[config.mk]
export PLATFORM = sky130hd
export DESIGN_NAME = beta_if_id_queue
export DESIGN_NICKNAME = d
export VERILOG_FILES = /design/src/rtl/beta_if_id_queue.sv
export SDC_FILE = /design/constraint.sdc
export NUM_CORES = 1
export LEC_CHECK = 0
export ABC_AREA = 1
export CAP_MARGIN = 40
export CORE_UTILIZATION = 40
export CTS_BUF_LIST = sky130_fd_sc_hd__clkbuf_4
export DETAILED_ROUTE_END_ITERATION = 16
export HOLD_SLACK_MARGIN = 0.08
export PLACE_DENSITY = 0.68
export SLEW_MARGIN = 20
export SYNTH_ARGS = -nofsm -noshare
export SYNTH_HDL_FRONTEND = slang
export SYNTH_SLANG_ARGS = --single-unit
[constraint.sdc]
create_clock -name clk_i -period 4.6 [get_ports clk_i]
set_input_delay 0.92 -clock clk_i [delete_from_list [all_inputs] [get_ports clk_i]]
set_output_delay 0.92 -clock clk_i [all_outputs]
set_load 0.01 [all_outputs]
[src/rtl/beta_if_id_queue.sv]
// ---------------------------------------------------------------------------
// beta_if_id_queue
//
// Instruction queue sitting between the fetch stage and the decode stage.
// Every (PC, instruction) pair that fetch flags as new is captured into a
// small circular FIFO. The oldest pair is presented to decode with a
// valid/ready handshake. Full / almost-full flags let fetch throttle itself,
// and a flush input drops everything when the front end is redirected.
//
// Parameters:
//   DataWidth : width of the PC and instruction words (32 or 64)
//   Depth     : number of queue entries (power of two, >= 2)
//
// Ports:
//   clk_i           clock, all state changes on the rising edge
//   rst_i           asynchronous, active-high reset
//   iq_new_instr_i  fetch delivers a new instruction this cycle
//   iq_pc_i         PC of the delivered instruction
//   iq_instr_i      delivered instruction word
//   iq_flush_i      discard every queued entry (redirect)
//   iq_full_o       queue holds Depth entries
//   iq_afull_o      queue holds at least Depth-1 entries
//   iq_count_o      current occupancy
//   iq_overflow_o   sticky: an instruction arrived while full and was dropped
//   id_ready_i      decode accepts the head entry this cycle
//   id_valid_o      head entry is valid
//   id_pc_o         head PC (0 when empty)
//   id_instr_o      head instruction (NOP when empty)
//   id_illegal_o    head is valid and not a 32-bit encoding
//                   (only present when BETA_IQ_ILLEGAL_CHK_EN is defined)
//
// Optional feature macro: BETA_IQ_ILLEGAL_CHK_EN
// ---------------------------------------------------------------------------
module beta_if_id_queue #(
    parameter int DataWidth = 32,
    parameter int Depth     = 2
) (
    input  logic                   clk_i,
    input  logic                   rst_i,
    input  logic                   iq_new_instr_i,
    input  logic [DataWidth-1:0]   iq_pc_i,
    input  logic [DataWidth-1:0]   iq_instr_i,
    input  logic                   iq_flush_i,
    output logic                   iq_full_o,
    output logic                   iq_afull_o,
    output logic [$clog2(Depth):0] iq_count_o,
    output logic                   iq_overflow_o,
    input  logic                   id_ready_i,
    output logic                   id_valid_o,
    output logic [DataWidth-1:0]   id_pc_o,
    output logic [DataWidth-1:0]   id_instr_o
`ifdef BETA_IQ_ILLEGAL_CHK_EN
    ,
    output logic                   id_illegal_o
`endif
);

    localparam int PtrW = $clog2(Depth);
    localparam int CntW = PtrW + 1;

    localparam logic [PtrW-1:0]      PtrZero   = '0;
    localparam logic [PtrW-1:0]      PtrOne    = PtrW'(1);
    localparam logic [CntW-1:0]      CntZero   = '0;
    localparam logic [CntW-1:0]      CntOne    = CntW'(1);
    localparam logic [CntW-1:0]      CntFull   = CntW'(Depth);
    localparam logic [CntW-1:0]      CntAfull  = CntW'(Depth - 1);
    localparam logic [DataWidth-1:0] NopInstr  = DataWidth'(32'h0000_0013);

    // Pointer and occupancy state
    logic [PtrW-1:0] wr_ptr_q, wr_ptr_d;
    logic [PtrW-1:0] rd_ptr_q, rd_ptr_d;
    logic [CntW-1:0] count_q,  count_d;
    logic            overflow_q, overflow_d;

    // Entry storage; contents are deliberately left unreset
    logic [DataWidth-1:0] mem_pc_q    [Depth];
    logic [DataWidth-1:0] mem_instr_q [Depth];

    logic is_full;
    logic is_valid;
    logic push;
    logic pop;

    // Handshake decode. A flush wins over everything: the incoming
    // instruction is on the wrong path and a same-cycle ready is not a
    // consumption. A push into a full queue is allowed only when the head
    // leaves in the same cycle, freeing a slot.
    always_comb begin
        is_full  = (count_q == CntFull);
        is_valid = (count_q != CntZero);
        pop      = is_valid & id_ready_i & ~iq_flush_i;
        push     = iq_new_instr_i & ~iq_flush_i & (~is_full | pop);
    end

    // Next-state for pointers, occupancy and the sticky overflow flag.
    // Pointers wrap naturally because Depth is a power of two.
    always_comb begin
        wr_ptr_d   = wr_ptr_q;
        rd_ptr_d   = rd_ptr_q;
        count_d    = count_q;
        overflow_d = overflow_q;

        if (iq_flush_i) begin
            wr_ptr_d = PtrZero;
            rd_ptr_d = PtrZero;
            count_d  = CntZero;
        end else begin
            if (push) begin
                wr_ptr_d = wr_ptr_q + PtrOne;
            end
            if (pop) begin
                rd_ptr_d = rd_ptr_q + PtrOne;
            end
            case ({push, pop})
                2'b10:   count_d = count_q + CntOne;
                2'b01:   count_d = count_q - CntOne;
                default: count_d = count_q;
            endcase
            // A delivered instruction that could not be stored is lost
            if (iq_new_instr_i && !push) begin
                overflow_d = 1'b1;
            end
        end
    end

    // Control state register with asynchronous reset
    always_ff @(posedge clk_i or posedge rst_i) begin
        if (rst_i) begin
            wr_ptr_q   <= PtrZero;
            rd_ptr_q   <= PtrZero;
            count_q    <= CntZero;
            overflow_q <= 1'b0;
        end else begin
            wr_ptr_q   <= wr_ptr_d;
            rd_ptr_q   <= rd_ptr_d;
            count_q    <= count_d;
            overflow_q <= overflow_d;
        end
    end

    // Entry write port; no reset so the array can map onto plain storage
    always_ff @(posedge clk_i) begin
        if (push) begin
            mem_pc_q[wr_ptr_q]    <= iq_pc_i;
            mem_instr_q[wr_ptr_q] <= iq_instr_i;
        end
    end

    // All outputs come from registered state only, so there is no
    // combinational path from the fetch-side inputs to decode.
    always_comb begin
        iq_full_o     = is_full;
        iq_afull_o    = (count_q >= CntAfull) && (count_q != CntZero);
        iq_count_o    = count_q;
        iq_overflow_o = overflow_q;
        id_valid_o    = is_valid;
        id_pc_o       = '0;
        id_instr_o    = NopInstr;
        if (is_valid) begin
            id_pc_o    = mem_pc_q[rd_ptr_q];
            id_instr_o = mem_instr_q[rd_ptr_q];
        end
    end

`ifdef BETA_IQ_ILLEGAL_CHK_EN
    // Only 32-bit encodings (low bits 2'b11) are supported; compressed
    // encodings are flagged for decode.
    always_comb begin
        id_illegal_o = id_valid_o & (id_instr_o[1:0] != 2'b11);
    end
`endif

endmodule
==> metrics.cfg, run 1 <==
[detailed_routing]
drc_errors=0
wl_per_cell_um=15.2
first_iter_violations=204
num_vias=3398
dr.pass1.iters=4
viasPerCell=4.75
ant_nets=0
drt-total-wl_um=10900

[setup_path]
path_class=reg2out
endpoint=id_pc_o[30]
end_kind=output port
path_cells=inv_1 -> ha_1 -> inv_2 -> buf_12 -> o21ai_0 -> nor2_1 -> clkdlybuf4s50_1
startpoint=iq_count_o[0]$_DFFE_PP0P_
crit_arrival_ps=2740
r2r-end=mem_pc_q[0][29]$_DFFE_PP_
critPathRequiredTime_ps=3680
crit_fanout=34
crit_path_max_incr_delay_ps=560
r2r_start=iq_count_o[0]$_DFFE_PP0P_
critPathSlowestCell=clkdlybuf4s50_1
reg2reg_depth=8
reg2reg_slack_ps=1760
startpoint_type=flop

[clocking]
path_clk_slew_ps=100
cts_made_buffers=17
cts_buffer_depth=2
cts-htree-levels=4
cts_root_buffer=clkbuf_4
clock-sinks=133
cts_tree=yes
ctsResizeCount=0
clkLatencyLatePin_ps=520
hold_buffers=0
postCtsSetupBuffers=0

[floorplan]
die_x_um=117
die_h_um=117
die_area_mm2=0.0138
start_util=0.417
fp-row-count=41
num_io_pins=139
core-area_mm2=0.0128

[power]
seqPwrFrac=0.444
p_int_uw=2270
power_frac_comb=0.367
power_density_mw_per_mm2=470
power.total_uw=3310
p_sw_uw=1040
pwr-share-clk=0.189
power.leakage_uw=0.00246
ir_worst_vdd_v=0.000195
switching_share=0.314

[placement]
hpwl_um=6790
gp_congestion=0.844
port_buffers=138
dpl.cell_count=683

[synthesis]
yosysWarnings=0
ys_seq_area_frac=0.746
syn_nets=460
synth_area_mm2=0.00532
ys_ff_latch=133
synthCells=388
avgSynthCellArea_um2=13.7
yosysUniqueCellTypes=20

[grt]
grt_first_pass_wirelength_um=17500
grt_pass1_vias=3502
grt_overflow_total=0
grt_start_max_net_pins=65
gr-usage-all-layers=0.166
antenna_found_initial=0

[layout]
final_cell_count_no_fill=715
area_growth_pct=32.3
drive_gt1_frac=0.186
layout_commonest_cell=clkdlybuf4s50_1
mostFrequentLayoutCells=138 x clkdlybuf4s50_1, 128 x edfxtp_1, 66 x nor2_1, 58 x nor2_2, 51 x o21ai_0
antennaDiodeCount=0
fin_nets=603
fill_cells=1061

[sta]
period_needed_ps=3660
max_slew_margin=0.495
fin_crit_sh=0.795
max_freq_ghz=0.273
finalMaxSlewViolations=0
final-hold-violation-count=0
worstMarginPinSlew_ps=756
tns_ps=0
finalSetupViolCount=0
hold_slack_ps=474
rsz0062_at_grt=false
fin_worst_skew_ps=15.4

[flow_run]
cap_violations=0

[worst_hold_path]
hold_path_class=reg2reg

[status]
outcome=finished clean

[per-stage QoR]
| step | setup WS [ps] | cell area, um2 | utilization |
|---|---|---|---|
| floorplan | 218 | 5320 | - |
| global placement | 1300 | 6790 | 0.531 |
| detailed placement | 1460 | 6810 | 0.533 |
| CTS | 860 | 7020 | 0.550 |
| global route | 750 | 7040 | 0.551 |
| finish | 943 | 7040 | 0.551 |
[critical path, delay by kind of cell (launching register included)]
family                     cells  cell delay (ps)
and+or+nand+nor                1              130
DFF                            1              370
adders and majority gates      1              240
AOI/OAI and AO/OA              1              140
buffers and inverters          4             1310
[layout make-up]
class,instances,area (um2),area share
sequential,133,3970,0.564
timing repair buffer,144,1460,0.208
multi-input combinational,220,1110,0.157
tap,172,215,0.0306
clock buffer,24,180,0.0256
inverter,15,68.8,0.00978
clock inverter,7,33.8,0.00480
[synthesized netlist by cell type, drive strengths merged]
library cell,count,area [um2]
o211ai,1,7.51
o21ai,64,320
a21oi,2,10.0
dfrtp,5,125
nand4,1,6.26
nand2,15,56.3
nor2,125,614
o31ai,1,7.51
ha,3,37.5
nand3,8,40.0
inv,15,68.8
buf,18,178
clkbuf,2,7.51
edfxtp,128,3840
[cells by family after synthesis]
family	count (synthesis)	share of synthesized area
AND/OR/NAND/NOR	149	0.135
flip-flops	133	0.746
AO/OA/AOI/OAI	68	0.0649
buffers and inverters	35	0.0477
adder cells (fa/ha/maj)	3	0.00705
[registers in the layout (all words and copies together), names as in the netlist]
name           flops
iq_count_o         2
iq_overflow_o      1
mem_instr_q       64
mem_pc_q          64
rd_ptr_q           1
wr_ptr_q           1
[per-layer routing]
| layer | up-vias | track usage | part of all wire |
|---|---|---|---|
| met2 | 117 | 0.268 | 0.48 |
| met1 | 1612 | 0.199 | 0.43 |
| met5 | - | 0 | 0 |
| met4 | 0 | 0.0804 | 0.025 |
| li1 | 1646 | - | - |
| met3 | 23 | 0.0574 | 0.062 |
[worst min path at each step]
stage	start	endpoint	slack (ps)	depth (start not counted)
global placement	iq_overflow_o$_DFFE_PP0P_	iq_overflow_o$_DFFE_PP0P_	460	2
floorplan	wr_ptr_q$_DFFE_PP0P_	wr_ptr_q$_DFFE_PP0P_	470	2
global route	iq_overflow_o$_DFFE_PP0P_	iq_overflow_o$_DFFE_PP0P_	490	2
finish	iq_overflow_o$_DFFE_PP0P_	iq_overflow_o$_DFFE_PP0P_	470	2
detailed placement	iq_overflow_o$_DFFE_PP0P_	iq_overflow_o$_DFFE_PP0P_	460	2
CTS	iq_overflow_o$_DFFE_PP0P_	iq_overflow_o$_DFFE_PP0P_	480	2
[power groups by stage]
stage | combinational (uW) | clock [uW] | sequential, uW
CTS | 1200 | 647 | 1490
floorplan | 605 | 0 | 1500
finish | 1210 | 625 | 1470
global placement | 1160 | 0 | 1520
detailed placement | 1190 | 0 | 1520
global route | 1320 | 695 | 1480
Power figures use the tool's default switching activity.
==> run 2: changes to the inputs <==
==> constraint.sdc (replaced) <==
create_clock -name clk_i -period 3.5 [get_ports clk_i]
set_input_delay 0.7 -clock clk_i [delete_from_list [all_inputs] [get_ports clk_i]]
set_output_delay 0.7 -clock clk_i [all_outputs]
set_load 0.01 [all_outputs]
==> run 2 against run 1 <==
Against the previous run: sequential share of layout area decreased by 0.21 points; via count decreased by 0.26%; worst setup slack got worse by 630 ps; clock-buffer cell count decreased by 6; die area unchanged; final area increased by 0.44%.
==> metrics.cfg, run 2 (same netlist as run 1, synthesis figures left out) <==
[layout]
area_growth_pct=32.8  ; was 32.3%
antennaDiodeCount=0  ; unchanged
fill_cells=1068  ; was 1061
multi_input_area_mm2=0.00111  ; unchanged
drive_gt1_frac=0.189  ; was 0.186
mostFrequentLayoutCells=138 x clkdlybuf4s50_1, 128 x edfxtp_1, 66 x nor2_1, 58 x nor2_2, 51 x o21ai_0  ; unchanged
seq_area_mm2=0.00397  ; about the same
layout_commonest_cell=clkdlybuf4s50_1  ; unchanged
fin_nets=604  ; was 603

[placement]
hpwl_um=6760  ; was 6790 um
dp_worst_setup_slack_ps=648  ; was 1460 ps
gp_congestion=0.749  ; was 0.844
port_buffers=138  ; unchanged

[power]
power_density_mw_per_mm2=634  ; was 470 mW/mm2
power.leakage_uw=0.00246  ; about the same
ir_worst_vdd_v=0.000282  ; was 0.000195 V

[detailed_routing]
dr.pass1.iters=4  ; unchanged
wl_per_cell_um=15.5  ; was 15.2 um
first_iter_violations=118  ; was 204
ant_nets=0  ; unchanged
viasPerCell=4.73  ; was 4.75
drc_errors=0  ; unchanged
num_vias=3389  ; was 3398
drt-total-wl_um=11100  ; was 10900 um

[sta]
max_slew_margin=0.669  ; was 0.495
finalMaxSlewViolations=0  ; unchanged
max_freq_ghz=0.313
finalSetupViolCount=0  ; unchanged
final-hold-violation-count=0  ; unchanged
worstMarginPinSlew_ps=497  ; was 756 ps
worst_slack_ps=310  ; was 943 ps
fin_crit_sh=0.911
period_needed_ps=3190
fin_worst_skew_ps=16.0  ; was 15.4 ps
rsz0062_at_grt=false  ; unchanged
tns_ps=0  ; unchanged

[floorplan]
die_x_um=117  ; unchanged
num_io_pins=139  ; unchanged
die_h_um=117  ; unchanged
core-area_mm2=0.0128  ; unchanged
die_area_mm2=0.0138  ; unchanged
start_util=0.417  ; unchanged
fp-row-count=41  ; unchanged

[clocking]
clock-sinks=133  ; unchanged
path_clk_slew_ps=110  ; was 100 ps
cts_made_buffers=17  ; unchanged
clkLatencyLatePin_ps=490  ; was 520 ps
cts_tree=yes  ; unchanged
postCtsSetupBuffers=0  ; unchanged
cts-htree-levels=4  ; unchanged
cts_buffer_depth=2  ; unchanged
cts_root_buffer=clkbuf_4  ; unchanged

[setup_path]
path_class=reg2out  ; unchanged
path_delay_family=buffers and inverters  ; unchanged
critPathSlowestCell=clkdlybuf4s50_1  ; unchanged
crit_fanout=38  ; was 34
path_buf_inv=4  ; unchanged
path_cells=inv_1 -> ha_1 -> inv_2 -> buf_4 -> o21ai_0 -> nor2_1 -> clkdlybuf4s50_1  ; was inv_1 -> ha_1 -> inv_2 -> buf_12 -> o21ai_0 -> nor2_1 -> clkdlybuf4s50_1
crit_arrival_ps=2490  ; was 2740 ps
startpoint_type=flop  ; unchanged
critPathRequiredTime_ps=2800  ; was 3680 ps
end_kind=output port  ; unchanged
crit_path_max_incr_delay_ps=570  ; was 560 ps

[grt]
gr-usage-all-layers=0.170  ; was 0.166
grt_pass1_vias=3580  ; was 3502
antenna_found_initial=0  ; unchanged
grt_start_max_net_pins=65  ; unchanged
grt_overflow_total=0  ; unchanged
grt_first_pass_wirelength_um=18100  ; was 17500 um

[worst_hold_path]
hold_path_class=in2async  ; was reg2reg

[flow_run]
cap_violations=0  ; unchanged

[status]
outcome=finished clean  ; unchanged

-- run 2: metal layers --
layer | global-route usage | vias to the layer above | part of all wire
li1 | - | 1647 | -
met1 | 0.221 | 1625 | 0.45
met2 | 0.276 | 107 | 0.49
met3 | 0.0462 | 10 | 0.047
met4 | 0.0560 | 0 | 0.011
met5 | 0 | - | 0
-- run 2: final cells by class --
cell class | instances | area share
clock inverter | 14 | 0.0195
timing repair buffer | 145 | 0.203
multi-input combinational | 220 | 0.157
inverter | 15 | 0.00973
tap | 172 | 0.0304
clock buffer | 18 | 0.0191
sequential | 133 | 0.562
-- run 2: final timing paths --
path / to / from / cells past startpoint / slack, ps
max in group asynchronous: rd_ptr_q$_DFFE_PP0P_ / rst_i / 2 / 2880
max: id_pc_o[25] / iq_count_o[1]$_DFFE_PP0P_ / 7 / 310
max reg2reg: mem_instr_q[0][19]$_DFFE_PP_ / iq_count_o[1]$_DFFE_PP0P_ / 9 / 1030
min: iq_count_o[0]$_DFFE_PP0P_ / rst_i / 2 / 410
min in group clk_i: iq_overflow_o$_DFFE_PP0P_ / iq_overflow_o$_DFFE_PP0P_ / 2 / 530
min reg2reg: iq_overflow_o$_DFFE_PP0P_ / iq_overflow_o$_DFFE_PP0P_ / 2 / 530
-- run 2: power by group --
part	switching, uW	internal [uW]
clock network	552	426
logic	796	748
registers	66.6	1890
total	1410	3060
-- run 2: stage by stage --
stage	instance area, um2	utilization	std cells	power, uW	hold slack [ps]
floorplan	5330	-	388	2760	469
global placement	6800	0.532	685	3540	482
detailed placement	6800	0.532	685	3560	501
CTS	7070	0.553	717	4540	354
global route	7070	0.554	717	4720	373
finish	7070	0.554	717	4480	406
-- run 2: repair_timing --
item                                    CTS  global route
gates resized for setup                   0             1
endpoints found under the hold margin     0             0
endpoints found under the setup margin    0             9
hold buffers                              0             0
